### config.mk
export PLATFORM = sky130hd
export DESIGN_NAME = logic_unit_arbiter
export DESIGN_NICKNAME = d
export VERILOG_FILES = /design/src/rtl/logic_unit_pkg.sv /design/src/rtl/lu_rr_pick.sv /design/src/rtl/logic_unit_arbiter.sv
export SDC_FILE = /design/constraint.sdc
export NUM_CORES = 1
export LEC_CHECK = 0
export BUFFER_PORTS_ARGS = -buffer_cell sky130_fd_sc_hd__buf_2
export CAP_MARGIN = 30
export CORE_UTILIZATION = 43
export CTS_CLUSTER_DIAMETER = 100
export DETAILED_ROUTE_END_ITERATION = 7
export HOLD_SLACK_MARGIN = 0.03
export MAX_ROUTING_LAYER = met4
export PLACE_DENSITY = 0.77
export SLEW_MARGIN = 10
export SYNTH_ARGS = -nofsm -noshare
export SYNTH_HDL_FRONTEND = slang
export SYNTH_SLANG_ARGS = --single-unit
### constraint.sdc
create_clock -name clk -period 3.2 [get_ports clk]
set_input_delay 0.32 -clock clk [delete_from_list [all_inputs] [get_ports clk]]
set_output_delay 0.32 -clock clk [all_outputs]
set_load 0.03 [all_outputs]
### src/rtl/logic_unit_pkg.sv
// logic_unit_pkg
// Shared constants, helpers and types for the shared AND/XOR logic unit
// arbiter. Imported by lu_rr_pick and logic_unit_arbiter.
//   LU_NUM_REQ / LU_WIDTH  default requester count and operand width
//   lu_id_w()              width of a requester ID for a given count
//   lu_rsp_t               response register payload {id, and_r, xor_r}
package logic_unit_pkg;

    localparam int LU_NUM_REQ   = 4;
    localparam int LU_WIDTH     = 8;

    // The response struct is sized for the largest supported configuration
    // (8 requesters, 32-bit operands); narrower instances zero-extend into it
    // and slice their own width back out.
    localparam int LU_MAX_ID_W  = 3;
    localparam int LU_MAX_WIDTH = 32;

    function automatic int lu_id_w(input int n);
        return (n > 1) ? $clog2(n) : 1;
    endfunction

    typedef struct packed {
        logic [LU_MAX_ID_W-1:0]  id;
        logic [LU_MAX_WIDTH-1:0] and_r;
        logic [LU_MAX_WIDTH-1:0] xor_r;
    } lu_rsp_t;

endpackage

### src/rtl/lu_rr_pick.sv
// lu_rr_pick
// Combinational round-robin picker. Searches upward from last_grant_i+1,
// wrapping modulo NUM_REQ, for the first set request bit.
//   req_i         request vector
//   last_grant_i  index of the previously granted requester
//   grant_o       one-hot grant (all zero if no request)
//   grant_idx_o   encoded index of the grant (0 if no request)
module lu_rr_pick
    import logic_unit_pkg::*;
#(
    parameter int NUM_REQ = LU_NUM_REQ
) (
    input  logic [NUM_REQ-1:0]         req_i,
    input  logic [$clog2(NUM_REQ)-1:0] last_grant_i,
    output logic [NUM_REQ-1:0]         grant_o,
    output logic [$clog2(NUM_REQ)-1:0] grant_idx_o
);

    localparam int ID_W = lu_id_w(NUM_REQ);

    logic [NUM_REQ-1:0] rotated;
    logic [ID_W-1:0]    srcIdx;
    logic [ID_W-1:0]    winIdx;
    logic               found;
    int                 startIdx;
    int                 firstIdx;

    // Rotate the requests so the highest-priority requester sits at bit 0,
    // take the lowest set bit, then rotate the winner's position back.
    always_comb begin
        rotated     = '0;
        srcIdx      = '0;
        winIdx      = '0;
        found       = 1'b0;
        firstIdx    = 0;
        grant_o     = '0;
        grant_idx_o = '0;
        startIdx    = (int'(last_grant_i) + 1) % NUM_REQ;

        for (int i = 0; i < NUM_REQ; i++) begin
            srcIdx     = ID_W'((i + startIdx) % NUM_REQ);
            rotated[i] = req_i[srcIdx];
        end

        for (int i = 0; i < NUM_REQ; i++) begin
            if (!found && rotated[i]) begin
                found    = 1'b1;
                firstIdx = i;
            end
        end

        if (found) begin
            winIdx          = ID_W'((firstIdx + startIdx) % NUM_REQ);
            grant_o[winIdx] = 1'b1;
            grant_idx_o     = winIdx;
        end
    end

endmodule

### src/rtl/logic_unit_arbiter.sv
// logic_unit_arbiter
// Shares one registered bitwise AND/XOR unit between NUM_REQ requesters.
// Round-robin arbitration, one acceptance per cycle, results returned with
// the owning requester ID over a valid/ready response channel.
//   clk, rst      clock, asynchronous active-high reset
//   req_valid     per-requester operand valid
//   req_a, req_b  packed operands, requester i at [i*WIDTH +: WIDTH]
//   req_ready     one-hot accept strobe (combinational)
//   rsp_valid     response register holds a result
//   rsp_ready     downstream accepts the response
//   rsp_id        requester owning the response
//   rsp_and       a & b
//   rsp_xor       a ^ b
//   grant_count   accepted requests since reset, wraps silently
// WIDTH must not exceed LU_MAX_WIDTH and NUM_REQ must be 2..8.
module logic_unit_arbiter
    import logic_unit_pkg::*;
#(
    parameter int NUM_REQ = LU_NUM_REQ,
    parameter int WIDTH   = LU_WIDTH,
    parameter int CNT_W   = 16
) (
    input  logic                       clk,
    input  logic                       rst,
    input  logic [NUM_REQ-1:0]         req_valid,
    input  logic [NUM_REQ*WIDTH-1:0]   req_a,
    input  logic [NUM_REQ*WIDTH-1:0]   req_b,
    output logic [NUM_REQ-1:0]         req_ready,
    output logic                       rsp_valid,
    input  logic                       rsp_ready,
    output logic [$clog2(NUM_REQ)-1:0] rsp_id,
    output logic [WIDTH-1:0]           rsp_and,
    output logic [WIDTH-1:0]           rsp_xor,
    output logic [CNT_W-1:0]           grant_count
);

    localparam int ID_W = lu_id_w(NUM_REQ);

    lu_rsp_t            rsp_q, rsp_d;
    logic               rspValid_q, rspValid_d;
    logic [ID_W-1:0]    lastGrant_q, lastGrant_d;
    logic [CNT_W-1:0]   grantCount_q, grantCount_d;

    logic [NUM_REQ-1:0] pickOneHot;
    logic [ID_W-1:0]    pickIdx;
    logic               slotFree;
    logic               grantEn;
    logic [WIDTH-1:0]   opA;
    logic [WIDTH-1:0]   opB;
    logic               unusedRsp;

    lu_rr_pick #(
        .NUM_REQ(NUM_REQ)
    ) u_pick (
        .req_i       (req_valid),
        .last_grant_i(lastGrant_q),
        .grant_o     (pickOneHot),
        .grant_idx_o (pickIdx)
    );

    // A grant needs a free response slot: either it is empty or it drains
    // this cycle. rst gates req_ready so nothing looks accepted during reset.
    always_comb begin
        slotFree  = !rspValid_q || rsp_ready;
        grantEn   = slotFree && (|req_valid) && !rst;
        req_ready = grantEn ? pickOneHot : '0;
        opA       = req_a[pickIdx*WIDTH +: WIDTH];
        opB       = req_b[pickIdx*WIDTH +: WIDTH];
    end

    // Next state: a grant loads a fresh result (even while the old one
    // drains); a drain without a grant only clears valid so the data fields
    // keep their last values.
    always_comb begin
        rsp_d        = rsp_q;
        rspValid_d   = rspValid_q;
        lastGrant_d  = lastGrant_q;
        grantCount_d = grantCount_q;

        if (grantEn) begin
            rsp_d.id     = LU_MAX_ID_W'(pickIdx);
            rsp_d.and_r  = LU_MAX_WIDTH'(opA & opB);
            rsp_d.xor_r  = LU_MAX_WIDTH'(opA ^ opB);
            rspValid_d   = 1'b1;
            lastGrant_d  = pickIdx;
            grantCount_d = grantCount_q + CNT_W'(1);
        end else if (rspValid_q && rsp_ready) begin
            rspValid_d   = 1'b0;
        end
    end

    // Pointer resets to the last requester so requester 0 wins first.
    always_ff @(posedge clk or posedge rst) begin
        if (rst) begin
            rsp_q        <= '0;
            rspValid_q   <= 1'b0;
            lastGrant_q  <= ID_W'(NUM_REQ - 1);
            grantCount_q <= '0;
        end else begin
            rsp_q        <= rsp_d;
            rspValid_q   <= rspValid_d;
            lastGrant_q  <= lastGrant_d;
            grantCount_q <= grantCount_d;
        end
    end

    // Upper struct bits beyond this instance's widths are always zero.
    assign unusedRsp   = ^rsp_q;

    assign rsp_valid   = rspValid_q;
    assign rsp_id      = rsp_q.id[ID_W-1:0];
    assign rsp_and     = rsp_q.and_r[WIDTH-1:0];
    assign rsp_xor     = rsp_q.xor_r[WIDTH-1:0];
    assign grant_count = grantCount_q;

endmodule

==> results.sh, run 1 <==
export IMPL_status="complete, but fails checks"
export IMPL_violations="setup timing"
export IMPL_crit_required_ns=2.88
export IMPL_grt_max_degree=38
export IMPL_reg2reg_slack_ns=0.06
export IMPL_cp_arrival_ns=2.88
export IMPL_portBuffers=109
export IMPL_finalHoldViolCount=0
export IMPL_p_leak_nw=1.84
export IMPL_nets=454
export IMPL_relSlewSlack_pct=55.8
export IMPL_power_density_nw_per_um2=1320
export IMPL_grt_overflow=0
export IMPL_antenna_found_initial=0
export IMPL_cts_hold_buf=0
export IMPL_clk_pin_slew_worst_paths_ns=0.08
export IMPL_crit_fanout=7
export IMPL_final_cell_mix="108 x buf_2, 68 x nand2_1, 49 x mux2i_1, 35 x dfrtp_1, 16 x buf_4"
export IMPL_timing_final_crit_share_pct=100
export IMPL_synth_seq_cells=37
export IMPL_area_growth_pct=36.9
export IMPL_start_util_pct=44.6
export IMPL_die_w_um=77.3
export IMPL_finalClockSkew_ns=0.00950
export IMPL_syn_area_um2=2440
export IMPL_cts_buffer_depth=2
export IMPL_synth_edf_count=0
export IMPL_ioPinCount=110
export IMPL_syn_inst=246
export IMPL_start_kind="register"
export IMPL_numPlacedInstances=432
export IMPL_drive_gt1_share_pct=41.8
export IMPL_die_area_um2=5980
export IMPL_finalSetupViolations=1
export IMPL_num_vias=2212
export IMPL_grt_pass1_vias=2036
export IMPL_root_buffer="clkbuf_8"
export IMPL_synth_seq_area_share_pct=38.1
export IMPL_htreeDepth=2
export IMPL_cts_buffers_inserted=5
export IMPL_synth_async_sr_flop_share_pct=100
export IMPL_timing_final_ws_setup_ns=-0.00107
export IMPL_fin_cells=445
export IMPL_row_count=27
export IMPL_core_um2=5470
export IMPL_path_class="reg2out"
export IMPL_dp_hpwl_um=4430
export IMPL_grt_pass1_wl_um=9540
export IMPL_irDropWorstVdd_v=0.000927
export IMPL_grt_usage_pct=20.9
export IMPL_drc=0
export IMPL_ff2ff_path_depth=17
export IMPL_fill_cells=496
export IMPL_hp_class="in2async"
export IMPL_fmax_mhz=312
export IMPL_slew_violations=0
export IMPL_drt_iter0_markers=69
export IMPL_cts_sinks=37
export IMPL_rr_startpoint="lastGrant_q[0]"
export IMPL_synth_avg_cell_area_um2=9.92
export IMPL_r2r_end="rsp_xor[4]"
export IMPL_ant_nets=0
export IMPL_multiInputGateArea_um2=1470
export IMPL_insertedDiodeCount=0
export IMPL_worstMarginPinSlew_ns=0.661
export IMPL_end_kind="primary output"
export IMPL_period_needed_ns=3.20
export IMPL_gp_congestion=0.824
export IMPL_first_pass_iters=4
export IMPL_wl_per_cell_um=13.3
export IMPL_cap_violations=0
export IMPL_yosysWarningCount=0
export IMPL_vias_per_cell=4.97
export IMPL_ff_latch_area_um2=928
export IMPL_drt_total_wl_um=5920
export IMPL_clock_latency_ns=0.29
export IMPL_synthFlopType="dfrtp_1"
export IMPL_cts_tree="yes"
export IMPL_place_ws_ns=-0.0195
export IMPL_rsz0062_at_grt="true"
export IMPL_final_common_cell="buf_2"
export IMPL_ys_types=37
export IMPL_die_h_um=77.3
export IMPL_syn_nets=328
==> Yosys cell counts (all sizes together), types with 2 or more instances <==
master	count	area [µm²]
and3	2	12.5
xnor2	13	133
dfrtp	35	876
ha	11	138
o21ai	5	25.0
nand2b	2	12.5
clkbuf	6	22.5
mux2i	50	500
xor2	5	51.3
nor4	2	25.0
nor2	10	37.5
buf	4	57.6
nand3	8	40.0
nand4	4	25.0
inv	4	17.5
or2	2	12.5
nand2	68	255
nor3	2	15.0
dfstp	2	52.6
==> how the worst max path moves through the flow <==
stage	to	startpoint	depth (start not counted)	slack, ns
after floorplan	rsp_xor[2]	lastGrant_q[0]	17	0.04
after global placement	rsp_xor[4]	lastGrant_q[0]	15	0.05
after detailed placement	rsp_xor[4]	lastGrant_q[0]	15	-0.02
after CTS	req_ready[3]	lastGrant_q[0]	13	-0.05
after global routing	req_ready[3]	lastGrant_q[0]	12	-0.13
final	req_ready[3]	lastGrant_q[0]	13	-0.001
==> area by class of cell <==
class / count / area share, %
Multi-Input combinational cell: 195 / 43.9
Sequential cell: 37 / 27.8
Timing Repair Buffer: 129 / 21.8
Tap cell: 72 / 2.70
Clock buffer: 6 / 2.17
Clock inverter: 2 / 1.05
Inverter: 4 / 0.524
==> worst max-delay path: stages (launching register included) <==
cell and delay (ns):
dfstp_2 0.61, or2_4 0.15, o211ai_1 0.07, o21ai_1 0.09
o221ai_2 0.12, ha_2 0.21, xor2_2 0.15, xnor2_1 0.14
buf_4 0.17, or2_4 0.23, mux2i_4 0.18, buf_6 0.17
and3_4 0.18, buf_6 0.12
==> cells by family after synthesis <==
family          Yosys count  synth area share, %
simple gates            105                 19.6
mux                      50                 20.5
flops                    37                 38.1
xor+xnor                 18                 7.54
buf+inv                  14                 4.00
compound gates           11                 4.62
fa+ha+maj                11                 5.64
==> where the power goes <==
| group | leakage (nW) | internal, mW | total (mW) | switching (mW) |
|---|---|---|---|---|
| registers | 0.469 | 0.629 | 0.743 | 0.113 |
| logic | 1.32 | 1.61 | 3.27 | 1.66 |
| clock network | 0.0552 | 0.231 | 0.394 | 0.162 |
==> registers in the layout, summed over array words and instances (netlist names) <==
| register | flops |
|---|---|
| grant_count | 16 |
| rsp_and | 8 |
| rsp_xor | 8 |
| lastGrant_q | 2 |
| rsp_id | 2 |
| rsp_valid | 1 |
==> per-layer routing <==
layer	wire [µm]	share of wire, %	global-route usage, %
met5	0	0	-
met4	70	1.2	6.04
met3	237	4.0	3.81
met2	3020	51	33.8
met1	2590	44	26.5
==> timing repair <==
action / 4_1_cts / 5_1_grt
setup buffers: 3 / 2
gates resized for setup: 3 / 11
endpoints found under the hold margin: 0 / 0
endpoints found under the setup margin: 8 / 16
pin swaps: 2 / 4
==> metrics by stage <==
stage | total power, mW | cell area, µm² | hold WS, ns | setup TNS [ns] | utilization [%]
finish | 4.41 | 3340 | 0.185 | -0.00107 | 61.0
global route | 4.75 | 3340 | 0.233 | -0.864 | 61.0
CTS | 4.30 | 3290 | 0.200 | -0.0949 | 60.2
detailed placement | 3.71 | 3140 | 0.457 | -0.0278 | 57.4
global placement | 3.63 | 3140 | 0.453 | 0 | 57.4
floorplan | 3.06 | 2450 | 0.432 | 0 | -
Power figures use the tool's default switching activity.
==> run 2: changes to the inputs <==
CELL_PAD_IN_SITES_DETAIL_PLACEMENT = 0   (was not set)
CELL_PAD_IN_SITES_GLOBAL_PLACEMENT = 2   (was not set)
CORE_UTILIZATION = 25   (was 43)
CTS_BUF_LIST = sky130_fd_sc_hd__clkbuf_16   (was not set)
PLACE_DENSITY = not set   (was 0.77)
PLACE_DENSITY_LB_ADDON = 0.1   (was not set)
==> results.sh, run 2 (synthesis gave the netlist of run 1 again) <==
export IMPL_status="finished, final reports clean"
export IMPL_grt_usage_pct=15.1
export IMPL_drt_iter0_markers=66
export IMPL_row_count=35
export IMPL_die_area_um2=10200
export IMPL_placed_cell_area_um2=3240
export IMPL_cp_arrival_ns=3.28
export IMPL_final_common_cell="buf_2"
export IMPL_area_growth_pct=46.2
export IMPL_cts_buffers_inserted=5
export IMPL_fmax_mhz=322
export IMPL_drt_total_wl_um=7180
export IMPL_slew_violations=0
export IMPL_rsz0062_at_grt="true"
export IMPL_numPlacedInstances=489
export IMPL_timing_final_crit_share_pct=97.1
export IMPL_nets=461
export IMPL_root_buffer="clkbuf_16"
export IMPL_gp_congestion=0.730
export IMPL_post_route_util_pct=38.2
export IMPL_cts_sinks=37
export IMPL_crit_fanout=6
export IMPL_clock_latency_ns=0.28
export IMPL_ff2ff_path_depth=16
export IMPL_dp_hpwl_um=5400
export IMPL_cts_buffer_depth=2
export IMPL_p_total_mw=4.98
export IMPL_final_area_um2=3570
export IMPL_cts_hold_buf=0
export IMPL_irDropWorstVdd_v=0.000613
export IMPL_cap_violations=0
export IMPL_clk_pin_slew_worst_paths_ns=0.05
export IMPL_final_cell_mix="107 x buf_2, 67 x nand2_1, 46 x mux2i_1, 35 x dfrtp_1, 21 x buf_4"
export IMPL_die_w_um=101
export IMPL_grt_overflow=0
export IMPL_grt_pass1_vias=2211
export IMPL_fin_cells=509
export IMPL_crit_required_ns=3.37
export IMPL_path_class="reg2reg"
export IMPL_finalSetupViolations=0
export IMPL_relSlewSlack_pct=62.7
export IMPL_antenna_found_initial=0
export IMPL_finalHoldViolCount=0
export IMPL_num_vias=2173
export IMPL_reg2reg_slack_ns=0.09
export IMPL_cts_tree="yes"
export IMPL_finalClockSkew_ns=0.00336
export IMPL_ant_nets=0
export IMPL_end_kind="register"
export IMPL_drc=0
export IMPL_ioPinCount=110
export IMPL_first_pass_iters=4
export IMPL_holdWs_ns=0.200
export IMPL_start_kind="register"
export IMPL_hp_class="in2async"
export IMPL_core_um2=9330
export IMPL_grt_max_degree=38
export IMPL_drive_gt1_share_pct=43.7
export IMPL_worstMarginPinSlew_ns=0.558
export IMPL_vias_per_cell=4.27
export IMPL_htreeDepth=2
export IMPL_power_density_nw_per_um2=1400
export IMPL_p_leak_nw=1.90
export IMPL_portBuffers=109
export IMPL_die_h_um=101
export IMPL_grt_pass1_wl_um=11500
export IMPL_start_util_pct=26.2
export IMPL_insertedDiodeCount=0
export IMPL_largest_reg_flops=16
export IMPL_period_needed_ns=3.11
export IMPL_wl_per_cell_um=14.1
run 2: worst max-delay path, cell delays in order, from the launching register on:
cell and delay [ns]:
dfstp_2 0.58, or2_4 0.13, o211ai_1 0.07, o21ai_1 0.11
o221ai_2 0.12, ha_2 0.21, xor2_2 0.15, xnor2_2 0.14
or2_1 0.26, mux2i_4 0.23, buf_12 0.17, buf_12 0.12
mux2i_4 0.21, mux2i_1 0.11, ha_2 0.27, nand2_1 0.05
nand2_1 0.05
run 2: final timing paths:
path | to | startpoint
min | rsp_valid | rst
min reg2reg | rsp_and[2] | rsp_and[2]
min in group clk | rsp_valid | rst
max reg2reg | rsp_xor[4] | lastGrant_q[0]
max in group asynchronous | lastGrant_q[1] | rst
max | rsp_xor[4] | lastGrant_q[0]
run 2: final cells by class:
class                           count  area [µm²]
Clock buffer                        5         125
Clock inverter                      3        11.3
Fill cell                         969        5760
Inverter                            4        17.5
Multi-Input combinational cell    195        1500
Sequential cell                    37         928
Tap cell                          129         161
Timing Repair Buffer              136         827
run 2: routing by layer:
metal / vias to the layer above / GRT usage [%] / wire length, µm
li1: 1106 / - / -
met1: 1001 / 21.3 / 3770
met2: 61 / 22.8 / 3050
met3: 5 / 2.29 / 301
met4: 0 / 3.34 / 57
met5: - / - / 0
run 2: what timing repair did:
item / CTS / global route
gates resized for setup: 3 / 19
setup buffers: 9 / 2
gates cloned: 0 / 1
pin swaps: 1 / 5
setup endpoints to repair: 9 / 20
run 2: power breakdown:
part | switching, mW | total [mW] | internal [mW]
Combinational | 1.84 | 3.76 | 1.93
Clock | 0.182 | 0.462 | 0.280
Sequential | 0.124 | 0.755 | 0.631
Total | 2.14 | 4.98 | 2.84
run 2: per-stage QoR:
step / setup TNS [ns] / setup slack, ns
after floorplan: 0 / 0.0387
after global placement: 0 / 0.00725
after detailed placement: -0.0360 / -0.0360
after CTS: 0 / 0.0208
after global routing: -0.774 / -0.0988
final: 0 / 0.0917
==> run 3: changes to the inputs <==
ABC_AREA = 1   (was not set)
CORE_UTILIZATION = 23   (was 25)
==> results.sh, run 3 <==
export IMPL_path_class="reg2out"
export IMPL_timing_final_ws_setup_ns=0.249
export IMPL_status="complete, but fails checks"
export IMPL_start_kind="register"
export IMPL_fill_cells=1322
export IMPL_tns_ns=0
export IMPL_timing_final_crit_share_pct=92.2
export IMPL_final_common_cell="nand2_1"
export IMPL_rsz0062_at_grt="false"
export IMPL_synth_edf_count=0
export IMPL_final_cell_mix="211 x nand2_1, 109 x buf_2, 40 x nand3_1, 36 x inv_1, 35 x dfrtp_1"
export IMPL_finalSetupViolations=0
export IMPL_clk_pin_slew_worst_paths_ns=0.06
export IMPL_num_vias=2907
export IMPL_synth_area_leader_cell="dfrtp_1"
export IMPL_cts_setup_buffers=0
export IMPL_reg2reg_slack_ns=0.37
export IMPL_largest_reg_flops=16
export IMPL_die_area_um2=12600
export IMPL_area_growth_pct=29.5
export IMPL_vias_per_cell=4.32
export IMPL_syn_inst=426
export IMPL_synth_avg_cell_area_um2=6.57
export IMPL_worstMarginPinSlew_ns=0.485
export IMPL_insertedDiodeCount=0
export IMPL_synth_async_sr_flop_share_pct=100
export IMPL_nets=611
export IMPL_ys_types=31
export IMPL_post_route_util_pct=31.2
export IMPL_root_buffer="clkbuf_16"
export IMPL_post_cts_resized=0
export IMPL_dp_hpwl_um=6810
export IMPL_period_needed_ns=2.95
export IMPL_r2r_end="rsp_xor[0]"
export IMPL_synth_seq_area_share_pct=33.2
export IMPL_violations="DRC"
export IMPL_portBuffers=109
export IMPL_die_h_um=112
export IMPL_htreeDepth=2
export IMPL_core_um2=11600
export IMPL_cts_buffer_depth=2
export IMPL_grt_pass1_wl_um=14200
export IMPL_antenna_found_initial=0
export IMPL_cts_sinks=37
export IMPL_place_ws_ns=0.341
export IMPL_synthFlopType="dfrtp_1"
export IMPL_synth_area_top_cells="dfrtp_1 31%, nand2_1 28%, nand3_1 7.2%"
export IMPL_grt_max_degree=42
export IMPL_gp_congestion=0.761
export IMPL_cts_tree="yes"
export IMPL_drt_total_wl_um=8650
export IMPL_drive_gt1_share_pct=27.4
export IMPL_rr_startpoint="lastGrant_q[0]"
export IMPL_first_pass_iters=6
export IMPL_cap_violations=0
export IMPL_syn_area_um2=2800
export IMPL_drt_iter0_markers=130
export IMPL_synth_top_cell_area_share_pct=31.3
export IMPL_drc=4
export IMPL_wl_per_cell_um=12.9
export IMPL_syn_nets=508
export IMPL_finalHoldViolCount=0
export IMPL_start_util_pct=24.1
export IMPL_relSlewSlack_pct=67.6
export IMPL_finalClockSkew_ns=0.00371
export IMPL_grt_pass1_vias=2864
export IMPL_slew_violations=0
export IMPL_cts_buffers_inserted=5
export IMPL_ant_nets=0
export IMPL_ff2ff_path_depth=17
export IMPL_fmax_mhz=339
export IMPL_synth_most_common_cell="nand2_1"
export IMPL_grt_usage_pct=14.6
export IMPL_grt_overflow=0
export IMPL_ioPinCount=110
export IMPL_synth_seq_cells=37
export IMPL_row_count=39
export IMPL_die_w_um=112
export IMPL_clock_latency_ns=0.28
export IMPL_crit_required_ns=2.88
export IMPL_crit_fanout=11
export IMPL_cp_arrival_ns=2.63
export IMPL_hp_class="in2async"
export IMPL_yosysWarningCount=0
export IMPL_cts_hold_buf=0
export IMPL_ys_top_cells_by_count="211 x nand2_1, 40 x nand3_1, 35 x dfrtp_1, 35 x inv_1, 12 x o21ai_0"
export IMPL_end_kind="primary output"
[run 3: cell types whose count changed in the layout (fill, tap and decap cells not counted), moves of 10 or more]
cell / previous run / this run
nand2_1: 67 / 211
mux2i_1: 46 / 0
inv_1: 4 / 36
nand3_1: 8 / 40
buf_4: 21 / 6
nand3_2: 0 / 10
[run 3: kinds of logic after synthesis]
| kind of cell | synth area share [%] |
|---|---|
| AO/OA/AOI/OAI | 2.73 |
| adder cells (fa/ha/maj) | 4.92 |
| buffers and inverters | 9.75 |
| flip-flops | 33.2 |
| AND/OR/NAND/NOR | 45.4 |
| XOR/XNOR | 4.07 |
[run 3: worst max-delay path, cell delays in order (launching register included)]
cell,delay [ns]
dfstp_2,0.65
inv_6,0.08
nand2_2,0.08
nand2_2,0.06
nand2_1,0.06
nand2_1,0.06
a31oi_1,0.13
nor2_1,0.08
ha_1,0.19
xor2_1,0.21
nand3_1,0.12
nand2_2,0.16
nand3_2,0.13
nor2_1,0.14
buf_2,0.21
[run 3: metal layers]
metal	vias up	GRT usage (%)	part of all wire, %
met5	-	-	0
met4	0	1.33	0.16
met3	2	2.11	3.7
met2	66	25.3	49
met1	1310	18.7	48
li1	1529	-	-
[run 3: worst max-delay path by stage]
stage / from / end / slack, ns / cells past startpoint
2_1_floorplan: lastGrant_q[0] / req_ready[1] / 0.44 / 13
3_3_place_gp: lastGrant_q[0] / rsp_xor[4] / 0.35 / 17
3_5_place_dp: lastGrant_q[0] / rsp_xor[0] / 0.34 / 17
4_1_cts: lastGrant_q[0] / req_ready[2] / 0.24 / 14
5_1_grt: lastGrant_q[0] / req_ready[2] / 0.03 / 14
6_report: lastGrant_q[0] / req_ready[2] / 0.25 / 14
[run 3: area by class of cell]
type                            count  area, µm²  share of cell area, %
Clock buffer                        5        125                   3.45
Inverter                           38        148                   4.07
Timing Repair Buffer              116        611                   16.8
Clock inverter                      3       37.5                   1.04
Multi-Input combinational cell    331       1600                   44.1
Sequential cell                    37        928                   25.6
Tap cell                          143        179                   4.93
[run 3: per-stage QoR]
stage / hold slack (ns) / cells / cell area, µm²
after floorplan: 0.482 / 426 / 2800
after global placement: 0.458 / 665 / 3460
after detailed placement: 0.467 / 665 / 3460
after CTS: 0.345 / 673 / 3630
after global routing: 0.373 / 673 / 3630
final: 0.302 / 673 / 3630
Power of run 3 is left out: the tool's default activity adds up to more than one toggle a clock period on the data nets, which glitch-free logic cannot reach.
